<file path="src/rtl/ultra_pkg.sv">
// Shared types and helpers for the ultrasonic ranger scheduler.
package ultra_pkg;

  typedef enum logic [2:0] {
    IDLE,
    TRIG,
    WAIT_RISE,
    MEASURE,
    GAP
  } state_t;

  // round(2^24 / 5800): cycles-to-cm reciprocal at 100 MHz (58 us per cm)
  localparam int unsigned CM_RECIP    = 2893;
  localparam int unsigned MAX_SENSORS = 8;

  // First set mask bit strictly after 'last', wrapping within n sensors.
  function automatic logic [2:0] next_enabled(input logic [7:0] mask,
                                              input logic [2:0] last,
                                              input int         n);
    logic [2:0] pick;
    int         idx;
    pick = last;
    for (int i = 8; i >= 1; i--) begin
      if (i <= n) begin
        idx = (int'(last) + i) % n;
        if (mask[3'(idx)]) pick = 3'(idx);
      end
    end
    return pick;
  endfunction

endpackage

</file>
<file path="src/rtl/ultra_scan_sched_if.sv">
// Pin and result bus between the ranger scheduler and its register wrapper.
interface ultra_scan_sched_if #(
  parameter int unsigned N_SENSORS = 4,
  parameter int unsigned DIST_W    = 22
);
  localparam int unsigned ID_W = (N_SENSORS > 1) ? $clog2(N_SENSORS) : 1;

  logic                 enable;
  logic [N_SENSORS-1:0] sensor_mask;
  logic [N_SENSORS-1:0] echo;
  logic [N_SENSORS-1:0] trig;
  logic                 dist_valid;
  logic [DIST_W-1:0]    dist_data;
  logic [ID_W-1:0]      dist_id;
  logic                 dist_timeout;
  logic                 busy;

  modport master (
    output enable, sensor_mask, echo,
    input  trig, dist_valid, dist_data, dist_id, dist_timeout, busy
  );

  modport slave (
    input  enable, sensor_mask, echo,
    output trig, dist_valid, dist_data, dist_id, dist_timeout, busy
  );
endinterface

</file>
<file path="src/rtl/ultra_sync2.sv">
// Single-bit two-flop synchronizer for an asynchronous echo pin.
module ultra_sync2 (
  input  logic clk,
  input  logic rst,
  input  logic d,
  output logic q
);
  logic meta;

  always_ff @(posedge clk) begin
    if (rst) begin
      meta <= 1'b0;
      q    <= 1'b0;
    end else begin
      meta <= d;
      q    <= meta;
    end
  end
endmodule

</file>
<file path="src/rtl/ultra_scan_sched.sv">
// Round-robin trigger/echo scheduler for N ultrasonic rangers on one timer.
// Optional macro ULTRA_CM_CONV_EN: report centimetres (one extra output stage).
module ultra_scan_sched
  import ultra_pkg::*;
#(
  parameter int unsigned N_SENSORS    = 4,
  parameter int unsigned TRIG_CYCLES  = 2000,
  parameter int unsigned ECHO_TIMEOUT = 3000000,
  parameter int unsigned GAP_CYCLES   = 6000000,
  parameter int unsigned DIST_W       = 22
) (
  input  logic               clk,
  input  logic               rst,
  ultra_scan_sched_if.slave  bus
);

  localparam int unsigned ID_W    = (N_SENSORS > 1) ? $clog2(N_SENSORS) : 1;
  localparam int unsigned SEQ_MAX = (TRIG_CYCLES > GAP_CYCLES) ? TRIG_CYCLES : GAP_CYCLES;
  localparam int unsigned SEQ_W   = $clog2(SEQ_MAX + 1);
  localparam int unsigned TMO_W   = $clog2(ECHO_TIMEOUT + 1);

  logic [N_SENSORS-1:0] echo_s;
  logic [N_SENSORS-1:0] echo_d;

  for (genvar g = 0; g < int'(N_SENSORS); g++) begin : g_sync
    ultra_sync2 u_sync (
      .clk (clk),
      .rst (rst),
      .d   (bus.echo[g]),
      .q   (echo_s[g])
    );
  end

  // Delayed copy of the synchronized echoes for edge detection
  always_ff @(posedge clk) begin
    if (rst) echo_d <= '0;
    else     echo_d <= echo_s;
  end

  state_t               state;
  logic [ID_W-1:0]      sel;
  logic [ID_W-1:0]      last;
  logic [SEQ_W-1:0]     seq_cnt;
  logic [TMO_W-1:0]     tmo_cnt;
  logic [DIST_W-1:0]    count;
  logic [N_SENSORS-1:0] trig_q;
  logic                 busy_q;
  logic                 emit_valid;
  logic [DIST_W-1:0]    emit_data;
  logic [ID_W-1:0]      emit_id;
  logic                 emit_timeout;

  logic            echo_sel_c;
  logic            rise_c;
  logic            fall_c;
  logic            in_ping_c;
  logic            tmo_hit_c;
  logic            emit_c;
  logic [ID_W-1:0] pick_c;

  assign echo_sel_c = echo_s[sel];
  assign rise_c     = echo_sel_c & ~echo_d[sel];
  assign fall_c     = ~echo_sel_c & echo_d[sel];
  assign in_ping_c  = (state == WAIT_RISE) || (state == MEASURE);
  assign tmo_hit_c  = in_ping_c && (tmo_cnt == TMO_W'(ECHO_TIMEOUT - 1));
  assign emit_c     = tmo_hit_c || ((state == MEASURE) && fall_c);
  assign pick_c     = ID_W'(next_enabled(8'(bus.sensor_mask), 3'(last), int'(N_SENSORS)));

  always_ff @(posedge clk) begin
    if (rst) begin
      state        <= IDLE;
      sel          <= '0;
      last         <= ID_W'(N_SENSORS - 1);
      seq_cnt      <= '0;
      tmo_cnt      <= '0;
      count        <= '0;
      trig_q       <= '0;
      busy_q       <= 1'b0;
      emit_valid   <= 1'b0;
      emit_data    <= '0;
      emit_id      <= '0;
      emit_timeout <= 1'b0;
    end else begin
      emit_valid <= 1'b0;
      case (state)
        IDLE: begin
          if (bus.enable && |bus.sensor_mask) begin
            sel     <= pick_c;
            trig_q  <= N_SENSORS'(1) << pick_c;
            seq_cnt <= '0;
            busy_q  <= 1'b1;
            state   <= TRIG;
          end
        end
        TRIG: begin
          if (seq_cnt == SEQ_W'(TRIG_CYCLES - 1)) begin
            trig_q  <= '0;
            tmo_cnt <= '0;
            state   <= WAIT_RISE;
          end else begin
            seq_cnt <= seq_cnt + SEQ_W'(1);
          end
        end
        WAIT_RISE: begin
          tmo_cnt <= tmo_cnt + TMO_W'(1);
          if (rise_c) begin
            count <= DIST_W'(1);
            state <= MEASURE;
          end
        end
        MEASURE: begin
          tmo_cnt <= tmo_cnt + TMO_W'(1);
          if (echo_sel_c && (count != '1)) count <= count + DIST_W'(1);
        end
        GAP: begin
          if (seq_cnt == SEQ_W'(GAP_CYCLES - 1)) begin
            busy_q <= 1'b0;
            state  <= IDLE;
          end else begin
            seq_cnt <= seq_cnt + SEQ_W'(1);
          end
        end
        default: state <= IDLE;
      endcase

      // Result emit overrides the per-state updates above
      if (emit_c) begin
        emit_valid   <= 1'b1;
        emit_data    <= tmo_hit_c ? '1 : count;
        emit_id      <= sel;
        emit_timeout <= tmo_hit_c;
        last         <= sel;
        seq_cnt      <= '0;
        if (bus.enable) begin
          state <= GAP;
        end else begin
          busy_q <= 1'b0;
          state  <= IDLE;
        end
      end
    end
  end

  assign bus.trig = trig_q;
  assign bus.busy = busy_q;

`ifdef ULTRA_CM_CONV_EN
  logic              out_valid;
  logic [DIST_W-1:0] out_data;
  logic [ID_W-1:0]   out_id;
  logic              out_timeout;

  // Cycles-to-centimetre scaling by fixed-point reciprocal
  always_ff @(posedge clk) begin
    if (rst) begin
      out_valid   <= 1'b0;
      out_data    <= '0;
      out_id      <= '0;
      out_timeout <= 1'b0;
    end else begin
      out_valid <= emit_valid;
      if (emit_valid) begin
        out_data    <= emit_timeout ? '1
                     : DIST_W'((64'(emit_data) * 64'(CM_RECIP)) >> 24);
        out_id      <= emit_id;
        out_timeout <= emit_timeout;
      end
    end
  end

  assign bus.dist_valid   = out_valid;
  assign bus.dist_data    = out_data;
  assign bus.dist_id      = out_id;
  assign bus.dist_timeout = out_timeout;
`else
  assign bus.dist_valid   = emit_valid;
  assign bus.dist_data    = emit_data;
  assign bus.dist_id      = emit_id;
  assign bus.dist_timeout = emit_timeout;
`endif

endmodule

</file>
<file path="src/flat_wrapper.sv">
// flat-port wrapper written by rule: the top's interface ports become plain ports
module ultra_scan_sched_flat import ultra_pkg::*;
#(
  parameter int unsigned N_SENSORS    = 4,
  parameter int unsigned TRIG_CYCLES  = 2000,
  parameter int unsigned ECHO_TIMEOUT = 3000000,
  parameter int unsigned GAP_CYCLES   = 6000000,
  parameter int unsigned DIST_W       = 22
)
  (clk, rst, bus_enable, bus_sensor_mask, bus_echo, bus_trig, bus_dist_valid, bus_dist_data, bus_dist_id, bus_dist_timeout, bus_busy);
  ultra_scan_sched_if #(.N_SENSORS(N_SENSORS), .DIST_W(DIST_W)) bus_i ();
  input  logic clk;
  input  logic rst;
  input wire logic [$bits(bus_i.enable)-1:0] bus_enable;
  input wire logic [$bits(bus_i.sensor_mask)-1:0] bus_sensor_mask;
  input wire logic [$bits(bus_i.echo)-1:0] bus_echo;
  output wire logic [$bits(bus_i.trig)-1:0] bus_trig;
  output wire logic [$bits(bus_i.dist_valid)-1:0] bus_dist_valid;
  output wire logic [$bits(bus_i.dist_data)-1:0] bus_dist_data;
  output wire logic [$bits(bus_i.dist_id)-1:0] bus_dist_id;
  output wire logic [$bits(bus_i.dist_timeout)-1:0] bus_dist_timeout;
  output wire logic [$bits(bus_i.busy)-1:0] bus_busy;
  assign bus_i.enable = bus_enable;
  assign bus_i.sensor_mask = bus_sensor_mask;
  assign bus_i.echo = bus_echo;
  assign bus_trig = bus_i.trig;
  assign bus_dist_valid = bus_i.dist_valid;
  assign bus_dist_data = bus_i.dist_data;
  assign bus_dist_id = bus_i.dist_id;
  assign bus_dist_timeout = bus_i.dist_timeout;
  assign bus_busy = bus_i.busy;
  ultra_scan_sched #(.N_SENSORS(N_SENSORS), .TRIG_CYCLES(TRIG_CYCLES), .ECHO_TIMEOUT(ECHO_TIMEOUT), .GAP_CYCLES(GAP_CYCLES), .DIST_W(DIST_W)) u_core (.clk(clk), .rst(rst), .bus(bus_i));
endmodule
</file>
<file path="config.mk">
export PLATFORM = sky130hd
export DESIGN_NAME = ultra_scan_sched_flat
export DESIGN_NICKNAME = d
export VERILOG_FILES = /design/src/rtl/ultra_pkg.sv /design/src/rtl/ultra_scan_sched_if.sv /design/src/rtl/ultra_sync2.sv /design/src/rtl/ultra_scan_sched.sv /design/src/flat_wrapper.sv
export SDC_FILE = /design/constraint.sdc
export NUM_CORES = 1
export LEC_CHECK = 0
export BUFFER_PORTS_ARGS = -buffer_cell sky130_fd_sc_hd__buf_2
export CAP_MARGIN = 20
export CORE_MARGIN = 3
export CORE_UTILIZATION = 50
export DETAILED_ROUTE_END_ITERATION = 10
export GPL_ROUTABILITY_DRIVEN = 0
export PLACE_DENSITY = 0.69
export SYNTH_ARGS = -nofsm -noshare
export SYNTH_HDL_FRONTEND = slang
export SYNTH_SLANG_ARGS = --single-unit
</file>
<file path="constraint.sdc">
create_clock -name clk -period 5.8 [get_ports clk]
set_clock_uncertainty 0.2 [all_clocks]
set_input_delay 1.16 -clock clk [delete_from_list [all_inputs] [get_ports clk]]
set_output_delay 1.16 -clock clk [all_outputs]
set_load 0.03 [all_outputs]
</file>
==> impl_metrics.ini <==
[layout]
final_cells = 847
fillers = 939
drive_gt1_share_pct = 13.9
nets = 708
areaGrowthSynthToFinish_pct = 14.5
final_area_sq_um = 6720
n_antenna_cell = 0

[grt]
use_met3_pct = 5.76
grt.busiest_layer = met2
antenna_found_initial = 0
grt_pass1_wl_um = 23900
grt_usage_pct = 22.4
grt.overflow.total = 0
grt_pass1_vias = 5032
gr-usage-met1_pct = 27.4
grt_max_degree = 64
met2_usage_pct = 37.0

[clock_tree]
clock-sinks = 117
ctsRootBufferMaster = clkbuf_16
clk_latency_ps = 420
cts_tree = yes
post_cts_resized = 0
cts_buffer_depth = 2
h-tree-depth = 4
clk_pin_slew_ps = 60
postCtsSetupRepairBufs = 0
cts_made_buffers = 17
cts_hold_buffers = 0

[synth]
yosys.area.top_type = dfxtp_1
yosysWarningCount = 0
synth_xor_area_share_pct = 0.299
synth_top_family_by_area = simple AND/OR/NAND/NOR gates
ys_ff_latch = 117
synth_nets = 691
synth_ff_type = dfxtp_1
synthArstFlopShare_pct = 0
synthMuxAreaShare_pct = 8.96
synth_area_leaders = dfxtp_1, mux2i_1, a21oi_1
synth-simple-area-share_pct = 27.8
synth_top_area_share_pct = 39.9
synthAdderAreaFrac_pct = 0.640
synth_cell_types = 67
synth-compound-area-share_pct = 17.9
synth_edf_count = 0
netlist_instances = 677
synth-seq-area-share_pct = 39.9
syn_avg_cell_area_sq_um = 8.67
syn_area_sq_um = 5870

[power_and_ir_drop]
combPwrFrac_pct = 3.8
p_clk_share_pct = 54.7
power_mw = 1.98
power.share.sequential_pct = 41.5
power.internal_mw = 1.54
power.density_nw_per_um2 = 294
ir_drop_uv = 220
power.switching_mw = 0.439
power_leakage_nw = 2.45
swShare_pct = 22.2

[floorplanning]
die_width_um = 114
core_area_sq_um = 11200
start_util_pct = 52.5
die_area_sq_um = 13100
die_h_um = 114
ioPinCount = 42
rows = 38

[sta]
worst_pin_slew_ps = 910
slew_viol_final = 0
timing.final.crit_period_ps = 3540
fin_ws_ps = 2260
post-route-period-util_pct = 60.9
setup_viol = 0
fin_setup_tns_ps = 0
rsz0062_at_grt = no
hold_viol = 0
slew_headroom_pct = 38.6
clock.fmax_ghz = 0.283

[detailed_routing]
vias = 5369
antenna_left = 0
drc = 0
routed_via_density = 6.34
wire_per_inst_um = 16.9
routed_wl_um = 14300
dr.pass1.iters = 4
drt_iter0_drc = 413

[hold_path]
hold_depth = 1
hold_class = flip-flop to flip-flop

[place]
portBuffers = 41
place_ws_ps = 1960
dpl.hpwl_um = 9350
place_area_sq_um = 6110
numPlacedInstances = 815

[critical_path]
criticalPathCategory = input port to flip-flop
r2r_cells = 6
cp.required_ps = 5950
cp-end-kind = flip-flop
critPathMaxFanout = 19
crit_path_start_kind = input port
cp.arrival_ps = 3690

[outcome]
status = complete, no violations

[run]
maxCapViolCount = 0
## sequential cells by signal (all words and copies together) (netlist names), 2 cells and up
signal,flops
u_core.state,3
u_core.echo_d,4
u_core.seq_cnt,23
u_core.bus.dist_id,2
u_core.last,2
u_core.sel,2
u_core.bus.trig,4
u_core.tmo_cnt,22
u_core.count,22
u_core.bus.dist_data,22
u_core.g_sync.u_sync.q,4
u_core.g_sync.u_sync.meta,4
## path summary, 6_finish.rpt
kind	end	startpoint	slack, ps
min	u_core.g_sync[1].u_sync.q	u_core.g_sync[1].u_sync.meta	240
max reg2reg	u_core.state[0]	u_core.state[1]	2410
min reg2reg	u_core.g_sync[1].u_sync.q	u_core.g_sync[1].u_sync.meta	240
max	u_core.seq_cnt[18]	bus_sensor_mask[0]	2260
## kinds of logic (layout without fill, tap and decap cells)
kind of cell | Yosys count | count (layout)
AND/OR/NAND/NOR | 279 | 279
AO/OA/AOI/OAI | 164 | 164
flip-flops | 117 | 117
buffers and inverters | 62 | 92
multiplexers | 50 | 50
adder cells (fa/ha/maj) | 3 | 3
XOR/XNOR | 2 | 2
## cell usage in the layout, fill, tap and decap left out, types with 18 or more instances in the layout
cell type / n
a21oi_1: 79
nand3_1: 40
buf_2: 41
mux2i_1: 48
nand4b_1: 18
dfxtp_1: 117
nor2_1: 27
nand2_1: 44
o31ai_1: 18
nand4_1: 32
## per-layer routing
metal	up-vias	routed length, um
met3	25	607
met4	0	295
met5	-	0
met2	123	6960
met1	2609	6420
li1	2612	-
## power by group through the flow
stage | combinational, mW | sequential (mW) | clock (mW)
floorplan | 0.0536 | 0.836 | 0
global placement | 0.0701 | 0.837 | 0
detailed placement | 0.0743 | 0.838 | 0
CTS | 0.0751 | 0.821 | 1.09
global route | 0.0828 | 0.822 | 1.12
finish | 0.0751 | 0.821 | 1.08
## synthesized netlist by cell type, types with 3 or more instances
master,instances
dfxtp_1,117
a21oi_1,79
mux2i_1,48
nand2_1,44
nand3_1,40
nand4_1,32
nor2_1,28
clkbuf_1,27
o31ai_1,19
nand4b_1,18
or4_1,18
buf_2,17
or3_1,17
nor2b_1,15
and3_1,13
nor3_1,12
o21ai_0,12
and4_1,11
inv_1,10
nor4_1,8
and2_1,7
a31oi_1,6
nand2b_1,6
a211oi_1,5
buf_1,5
a2111oi_0,3
ha_1,3
o21a_1,3
o31a_1,3
## stage by stage
step	hold slack, ps	utilization, %
after CTS	247	60.1
after detailed placement	234	54.7
final	240	60.1
after floorplan	214	-
after global placement	231	54.5
after global routing	255	60.1
## worst max-delay path: stages
cell and delay (ps):
buf_2 110, o41ai_1 840, nor4_1 260, nor2_2 680
buf_8 250, buf_4 130, nand4b_1 90, mux2i_1 160
## area by class of cell
type	instances	area, sq um	share of cell area, %
inverters	10	37.5	0.559
repair buffers	50	280	4.17
clock inverters	11	149	2.22
well taps	140	175	2.61
flip-flops and latches	117	2340	34.9
multi-input cells	498	3270	48.7
clock buffers	21	460	6.86
No activity file was read; power rests on OpenSTA's default activity.
